$ cat config.mk
export PLATFORM = sky130hd
export DESIGN_NAME = histogram_stream
export DESIGN_NICKNAME = d
export VERILOG_FILES = /design/src/rtl/histogram_stream.sv
export SDC_FILE = /design/constraint.sdc
export NUM_CORES = 1
export LEC_CHECK = 0
export CORE_ASPECT_RATIO = 2
export CORE_UTILIZATION = 50
export DETAILED_ROUTE_END_ITERATION = 7
export PLACE_DENSITY_LB_ADDON = 0.15
export SYNTH_ARGS = -nofsm -noshare
export SYNTH_HDL_FRONTEND = slang
export SYNTH_SLANG_ARGS = --single-unit
$ cat constraint.sdc
create_clock -name clk -period 3.6 [get_ports clk]
set_input_delay 0.72 -clock clk [delete_from_list [all_inputs] [get_ports clk]]
set_output_delay 0.72 -clock clk [all_outputs]
set_load 0.02 [all_outputs]
$ cat src/rtl/histogram_stream.sv
// Streaming histogram: accumulates samples into saturating bin counters, then
// reads every bin out over a valid/ready handshake before accepting samples again.
module histogram_stream #(
  parameter int DATA_W        = 16,
  parameter int NUM_BINS      = 16,
  parameter int BIN_LSB       = 8,
  parameter int COUNT_W       = 8,
  parameter int CLEAR_ON_READ = 0
) (
  input  logic                        clk,
  input  logic                        rst_n,
  input  logic [DATA_W-1:0]           sample_in,
  input  logic                        sample_valid,
  output logic                        sample_ready,
  input  logic                        start_readout,
  input  logic                        clear,
  output logic [COUNT_W-1:0]          out_count,
  output logic [$clog2(NUM_BINS)-1:0] out_bin,
  output logic                        out_valid,
  input  logic                        out_ready,
  output logic                        out_last,
  output logic                        sat_flag
);

  localparam int BIN_W = $clog2(NUM_BINS);

  typedef enum logic {
    ST_ACCUM = 1'b0,
    ST_READ  = 1'b1
  } state_t;

  state_t             state_r;
  logic [COUNT_W-1:0] bins_r [NUM_BINS];
  logic               sat_r;
  logic               out_valid_r;
  logic               out_last_r;
  logic [BIN_W-1:0]   out_bin_r;

  logic [BIN_W-1:0]   sample_bin_s;
  logic               accept_s;
  logic               xfer_s;
  logic               last_xfer_s;
  logic [COUNT_W-1:0] inc_val_s;
  logic               inc_sat_s;

  // Returns {saturated, next_count}; a full counter stays put and reports saturation.
  function automatic logic [COUNT_W:0] sat_inc(input logic [COUNT_W-1:0] value);
    if (&value) begin
      return {1'b1, value};
    end else begin
      return {1'b0, value + COUNT_W'(1'b1)};
    end
  endfunction

  // Sample decode and handshake qualifiers.
  always_comb begin
    sample_bin_s           = sample_in[BIN_LSB +: BIN_W];
    accept_s               = (state_r == ST_ACCUM) && sample_valid;
    xfer_s                 = out_valid_r && out_ready;
    last_xfer_s            = xfer_s && out_last_r;
    {inc_sat_s, inc_val_s} = sat_inc(bins_r[sample_bin_s]);
  end

  // Bin counters: increments only in ACCUM, optional zeroing on transfer only in READ.
  always_ff @(posedge clk or negedge rst_n) begin
    if (!rst_n) begin
      for (int i = 0; i < NUM_BINS; i++) bins_r[i] <= {COUNT_W{1'b0}};
    end else if (clear) begin
      for (int i = 0; i < NUM_BINS; i++) bins_r[i] <= {COUNT_W{1'b0}};
    end else begin
      if (accept_s) bins_r[sample_bin_s] <= inc_val_s;
      if ((CLEAR_ON_READ != 0) && xfer_s) bins_r[out_bin_r] <= {COUNT_W{1'b0}};
    end
  end

  // Sticky saturation flag.
  always_ff @(posedge clk or negedge rst_n) begin
    if (!rst_n) begin
      sat_r <= 1'b0;
    end else if (clear) begin
      sat_r <= 1'b0;
    end else if (accept_s && inc_sat_s) begin
      sat_r <= 1'b1;
    end else if ((CLEAR_ON_READ != 0) && last_xfer_s) begin
      sat_r <= 1'b0;
    end
  end

  // Mode FSM; out_bin_r doubles as the read index.
  always_ff @(posedge clk or negedge rst_n) begin
    if (!rst_n) begin
      state_r     <= ST_ACCUM;
      out_valid_r <= 1'b0;
      out_last_r  <= 1'b0;
      out_bin_r   <= {BIN_W{1'b0}};
    end else if (clear) begin
      state_r     <= ST_ACCUM;
      out_valid_r <= 1'b0;
      out_last_r  <= 1'b0;
      out_bin_r   <= {BIN_W{1'b0}};
    end else begin
      case (state_r)
        ST_ACCUM: begin
          if (start_readout) begin
            state_r     <= ST_READ;
            out_valid_r <= 1'b1;
            out_last_r  <= 1'b0;
            out_bin_r   <= {BIN_W{1'b0}};
          end
        end
        ST_READ: begin
          if (xfer_s) begin
            if (out_last_r) begin
              state_r     <= ST_ACCUM;
              out_valid_r <= 1'b0;
              out_last_r  <= 1'b0;
              out_bin_r   <= {BIN_W{1'b0}};
            end else begin
              out_bin_r  <= out_bin_r + BIN_W'(1'b1);
              out_last_r <= (out_bin_r + BIN_W'(1'b1)) == BIN_W'(NUM_BINS - 1);
            end
          end
        end
        default: begin
          state_r     <= ST_ACCUM;
          out_valid_r <= 1'b0;
          out_last_r  <= 1'b0;
          out_bin_r   <= {BIN_W{1'b0}};
        end
      endcase
    end
  end

  assign sample_ready = (state_r == ST_ACCUM);
  assign out_valid    = out_valid_r;
  assign out_last     = out_last_r;
  assign out_bin      = out_bin_r;
  assign out_count    = out_valid_r ? bins_r[out_bin_r] : {COUNT_W{1'b0}};
  assign sat_flag     = sat_r;

endmodule
==> results by group, run 1 <==
Clock network
  • Clock sink count: 136
  • CTS buffer count: 17
  • TritonCTS clock tree: built
  • # Post-CTS Setup Buffers: 0
  • Worst-Skew Late Latency: 440 ps
  • Worst-path clk slew: 60 ps
  • Max H-tree Level: 4
  • Clock tree buffer depth: 2
  • Root Buffer Master: clkbuf_16

Logic synthesis
  • Top post-synthesis cells by count: dfrtp_1 (136), mux4_2 (55), nand2_1 (48), a22o_1 (38), a32o_1 (38)
  • Yosys Warn Count: 0
  • Post-Syn Nets: 729
  • Seq/Total Area, Yosys: 40.00%
  • Seq cells post-synth: 136
  • Post-synth ARST share: 100.0%
  • Top FF cell, synth: dfrtp_1
  • Most common cell in the netlist: dfrtp_1
  • Avg Inst Size Synth: 12.09 sq um
  • Mapped Area: 8508 sq um
  • Top cells by area, synth: dfrtp_1 (40%), mux4_2 (15%), mux4_1 (5.6%)
  • EDFF count, synth: 0
  • Post-synth top area cell: dfrtp_1
  • Synth Instances: 704
  • Top cell type's share of synthesized area: 40.00%
  • Post-synth cell types: 61

Place
  • Placed Area: 9459 sq um
  • # port buffers: 25
  • Routability Congestion: 0.9837
  • DPL Wire Length: 23.66 mm

Route
  • Post-detailed-route wirelength per cell: 32.86 microns
  • Detail Route Antenna Nets: 0
  • Via count: 7409
  • Drt first pass iters: 5
  • Via density per instance: 7.439
  • DRC viols: 0
  • DR iter-0 viols: 784
  • Final WL: 32.73 mm

Job
  • Max Cap Viol: 0

Setup path
  • Worst Path Required: 2880 ps
  • Reg2reg end: bins_r[25]
  • Critical Path AT: 2840 ps
  • Origin of the critical flop-to-flop path: state_r
  • R2R Setup Slk: 770 ps
  • Setup CP Type: register to output port
  • FF-to-FF path depth: 5
  • Startpoint Class: register
  • Worst setup EP type: output port
  • Crit-path max FO: 18

Pwr
  • Internal: 2.629 mW
  • PD cells: 352.1 nW/um^2
  • Psw: 903.0 uW
  • Sw Share: 25.56%
  • Combinational share of power: 7.9%
  • Leak pwr: 4.262 nW
  • Worst VDD drop: 0.2880 mV
  • Flop pwr share: 43.7%
  • Clock Power Share: 48.4%
  • Final Total Pwr: 3.532 mW

STA
  • Fin. max-slew vios: 0
  • Headroom to the max-slew limit: 10.42%
  • RSZ-0062 raised after global routing: no
  • Setup TNS: 0 ps
  • Fin crit period: 3565 ps
  • Slew @ Worst Pin: 1344 ps
  • Final period util: 99.02%
  • Final Hold Vio Count: 0
  • Achievable Freq: 280.5 MHz
  • Worst Hold Slack: 265.2 ps
  • Final Setup Violations: 0
  • Clk_skew: 10.94 ps

Status
  • Status: completed

Floorplanning
  • Die Span Y: 186.5 microns
  • Initial Util: 51.00%
  • I/O pins: 38
  • Core area: 16680 sq um
  • Chip Width: 94.24 microns
  • Die area: 17570 sq um
  • Site row count: 67

Finish
  • Nets: 802
  • Final Cell Area: 10030 sq um
  • Area grow syn2layout: 17.91%
  • Share of layout cells above drive strength 1: 28.26%
  • FILL cells: 1382
  • ANT cells: 0

Global route
  • Total track usage: 39.43%
  • First-pass GRT wire length: 48.80 mm
  • Global route overflow: 0
  • Vias in the first global route: 7604
  • Largest net degree at the start of global routing: 74
  • Initial antenna violation count: 0

Worst hold path
  • Hold WC Path Type: input port to asynchronous set/reset pin
-- placed cells by master (no fill, tap or decap), types with 17 or more instances in the layout --
master,n
a21oi_1,19
a22o_1,38
a32o_1,38
and2_1,29
buf_4,87
clkbuf_16,17
clkdlybuf4s50_1,19
dfrtp_1,135
mux4_1,18
mux4_2,55
nand2_1,48
nand3_1,37
nor2_1,27
-- layer usage --
layer | GRT usage, % | vias to the layer above | share of wire, %
met3 | 7.416 | 155 | 7.1
met5 | 0 | - | 0
li1 | - | 3031 | -
met2 | 62.71 | 472 | 50
met1 | 45.71 | 3751 | 34
met4 | 30.83 | 0 | 9.2
-- flip-flops by register name (all words and copies together) (netlist names) --
name,cells
sat_flag,1
out_valid,1
state_r,1
out_bin,4
bins_r,128
out_last,1
-- what timing repair did --
action / 4_1_cts / 5_1_grt
gates resized for setup: 2 / 3
endpoints found under the setup margin: 2 / 10
endpoints found under the hold margin: 0 / 0
hold buffers: 0 / 0
-- worst max path at each step --
| stage | start | endpoint | slack [ps] | cells after the start |
|---|---|---|---|---|
| floorplan | sample_in[8] | bins_r[111] | 70 | 12 |
| global placement | sample_in[10] | bins_r[72] | -280 | 13 |
| detailed placement | sample_in[10] | bins_r[80] | -300 | 13 |
| CTS | out_bin[0] | out_count[7] | 20 | 5 |
| global route | out_bin[0] | out_count[1] | 0.1 | 5 |
| finish | out_bin[0] | out_count[1] | 40 | 5 |
-- area by class of cell --
cell class | instances | area (sq um) | share of cell area (%)
clock inverter | 10 | 96.34 | 0.9603
multi-input combinational | 497 | 4688 | 46.73
inverter | 3 | 11.26 | 0.1122
tap | 207 | 259.0 | 2.582
timing repair buffer | 122 | 1102 | 10.99
clock buffer | 21 | 470.5 | 4.689
sequential | 136 | 3405 | 33.94
-- worst max-delay path, stage by stage (launching register included) --
cell and delay [ps]:
dfrtp_2 410, buf_12 210, mux4_2 560, mux4_2 490
and2_1 170, clkdlybuf4s50_1 540
-- power groups by stage --
stage / logic (mW) / clock network [mW] / registers [mW]
after floorplan: 0.120 / 0 / 1.57
after global placement: 0.269 / 0 / 1.57
after detailed placement: 0.272 / 0 / 1.57
after CTS: 0.273 / 1.72 / 1.54
after global routing: 0.290 / 1.77 / 1.54
final: 0.280 / 1.71 / 1.54
-- cell families after synthesis --
family | count (synthesis) | synth area share, %
AND/OR/NAND/NOR | 224 | 14.18
AO/OA/AOI/OAI | 191 | 19.56
flip-flops | 136 | 40.00
multiplexers | 78 | 20.75
buffers and inverters | 71 | 4.971
adder cells (fa/ha/maj) | 3 | 0.4412
XOR/XNOR | 1 | 0.1030
-- through the flow --
step	worst slack (ps)	instances	util (%)
floorplan	73.60	704	-
global placement	-281.3	965	56.70
detailed placement	-295.6	965	56.70
CTS	24.40	996	60.08
global route	0.1117	996	60.14
finish	35.32	996	60.14
Power figures use the tool's default switching activity.
==> run 2: changes to the inputs <==
- TNS_END_PERCENT: not set -> 100
- clock period: 3.6 -> 4.1 ns (I/O delays scaled with it)
==> run 2 against run 1 <==
Compared with the run above:
- wire length fell by 3.8%
- total power fell by 9.6%
- die area did not move
- combinational power fell by 18%
- clock power fell by 6%
- global-route usage fell by 1.7 points
- sequential cell count did not move
- cell count fell by 2.5%
- via count fell by 2.1%
==> results by group, run 2 (synthesis gave the netlist of run 1 again) <==
Status
  • Status: completed

Finish
  • Share of layout cells above drive strength 1: 25.65% (-2.6 points)
  • ANT cells: 0 (unchanged)
  • Most flop-heavy register: bins_r
  • Multi-input logic area: 4684 sq um (about the same)
  • Commonest cells after routing, fill and taps aside: dfrtp_1 (135), buf_4 (65), mux4_2 (55), nand2_1 (48)
  • Area occupied by registers: 3405 sq um (unchanged)
  • Commonest non-fill, non-tap cell in the layout: dfrtp_1
  • Non-Filler Instances: 971 (-2.5%)
  • Area grow syn2layout: 15.37%
  • Layout Utilization: 58.84% (-1.3 points)
  • FILL cells: 1398 (+1.2%)
  • Max reg flops: 128 (unchanged)
  • Nets: 776 (-3.2%)

Setup path
  • Setup CP Type: register to output port
  • Top Family by Delay on Critical Path: multiplexers
  • CP Buf/Inv Count: 2 (unchanged)
  • Worst path most repeated cell: mux4_2
  • Startpoint Class: register
  • Crit-path cells: buf_12 -> mux4_2 -> mux4_2 -> and2_1 -> clkdlybuf4s50_1
  • WP depth: 5 (unchanged)
  • Critical path's largest stage delay: 600 ps (+40 ps)
  • FF-to-FF path depth: 5 (unchanged)
  • Worst path slowest cell: mux4_2
  • Worst Path Required: 3280 ps (+400 ps)
  • Worst setup EP type: output port
  • Crit-path max FO: 39 (+21)
  • Critical Path AT: 2970 ps (+130 ps)

Global route
  • Vias in the first global route: 7341 (-3.5%)
  • First-pass GRT wire length: 46.98 mm (-3.7%)
  • Largest net degree at the start of global routing: 115 (+55%)
  • Initial antenna violation count: 0 (unchanged)
  • Total track usage: 37.74% (-1.7 points)
  • Global route overflow: 0 (unchanged)

STA
  • Clk_skew: 10.46 ps (-0.4828 ps)
  • Headroom to the max-slew limit: 5.457% (-5.0 points)
  • Achievable Freq: 263.8 MHz
  • Final period util: 92.45%
  • Setup TNS: 0 ps (unchanged)
  • Fin. max-slew vios: 0 (unchanged)
  • Final Hold Vio Count: 0 (unchanged)
  • Fin crit period: 3790 ps
  • Slew @ Worst Pin: 1418 ps (+74.39 ps)
  • Final Setup Violations: 0 (unchanged)
  • RSZ-0062 raised after global routing: no

Clock network
  • TritonCTS clock tree: built
  • Max H-tree Level: 4 (unchanged)
  • CTS buffer count: 17 (unchanged)
  • Clock sink count: 136 (unchanged)
  • Worst-path clk slew: 60 ps (about the same)
  • Worst-Skew Late Latency: 440 ps (about the same)
  • Clock tree buffer depth: 2 (unchanged)
  • CTS resizes: 0 (-2)
  • Post-cts hold buffer count: 0 (unchanged)
  • # Post-CTS Setup Buffers: 0 (unchanged)
  • Root Buffer Master: clkbuf_16

Floorplanning
  • Die area: 17570 sq um (unchanged)
  • Die Span Y: 186.5 microns (unchanged)
  • Core area: 16680 sq um (unchanged)
  • I/O pins: 38 (unchanged)
  • Site row count: 67 (unchanged)
  • Initial Util: 51.00% (unchanged)
  • Chip Width: 94.24 microns (unchanged)

Route
  • Drt first pass iters: 6 (+1)
  • DRC viols: 0 (unchanged)
  • Post-detailed-route wirelength per cell: 32.41 microns (-1.4%)
  • Detail Route Antenna Nets: 0 (unchanged)
  • Final WL: 31.47 mm (-3.8%)
  • Via count: 7251 (-2.1%)
  • Via density per instance: 7.468 (+0.39%)
  • DR iter-0 viols: 620 (-21%)

Pwr
  • Final Total Pwr: 3.194 mW (-9.6%)
  • Leak pwr: 4.083 nW (-4.2%)
  • Worst VDD drop: 0.2563 mV (-11%)
  • PD cells: 325.4 nW/um^2 (-7.6%)

Place
  • Routability Congestion: 1.040 (+5.7%)
  • Post-Place Cells: 939 (-2.7%)
  • DPL Wire Length: 22.19 mm (-6.2%)
  • # port buffers: 25 (unchanged)

Worst hold path
  • Hold WC Path Type: register to register
  • Hold Path Depth: 2

Job
  • Max Cap Viol: 0 (unchanged)
## run 2: per-layer routing
metal  global-route usage [%]  vias to the layer above  share of wire (%)
met3                    6.398                      139                7.9
met5                        0                        -                  0
met1                    45.09                     3649                 34
met4                    30.47                        0                9.3
met2                    58.72                      476                 49
li1                         -                     2987                  -
## run 2: final timing paths
check,startpoint,to,slack [ps]
worst min-delay path,bins_r[115],bins_r[115],510
worst max-delay path,out_bin[0],out_count[5],310
worst min register to register,bins_r[115],bins_r[115],510
max in group asynchronous,rst_n,bins_r[78],2720
min in group asynchronous,rst_n,out_bin[3],520
worst max register to register,state_r,bins_r[89],1290
## run 2: worst register-to-register path, cell delays in order, from the launching register on
cell     delay [ps]
dfrtp_1         470
nor2b_1         570
or3b_2          560
nor3_1          680
buf_4           290
a311o_1         180
## run 2: power breakdown
group	switching [mW]	internal, mW
clock	0.646	0.963
combinational	0.159	0.0702
sequential	0.00843	1.35
total	0.813	2.38
## run 2: metrics by stage
stage	hold slack (ps)	instance area (sq um)	setup slack [ps]
2_1_floorplan	457.1	8508	377.6
3_3_place_gp	477.9	9214	282.6
3_5_place_dp	497.6	9214	250.0
4_1_cts	512.2	9816	302.5
5_1_grt	527.7	9816	250.4
6_report	511.3	9816	309.7
## run 2: cell type report
type | count | share of cell area [%]
clock buffers | 19 | 4.410
clock inverters | 13 | 1.721
inverters | 3 | 0.1147
multi-input cells | 497 | 47.72
flip-flops and latches | 136 | 34.68
well taps | 207 | 2.639
repair buffers | 96 | 8.706
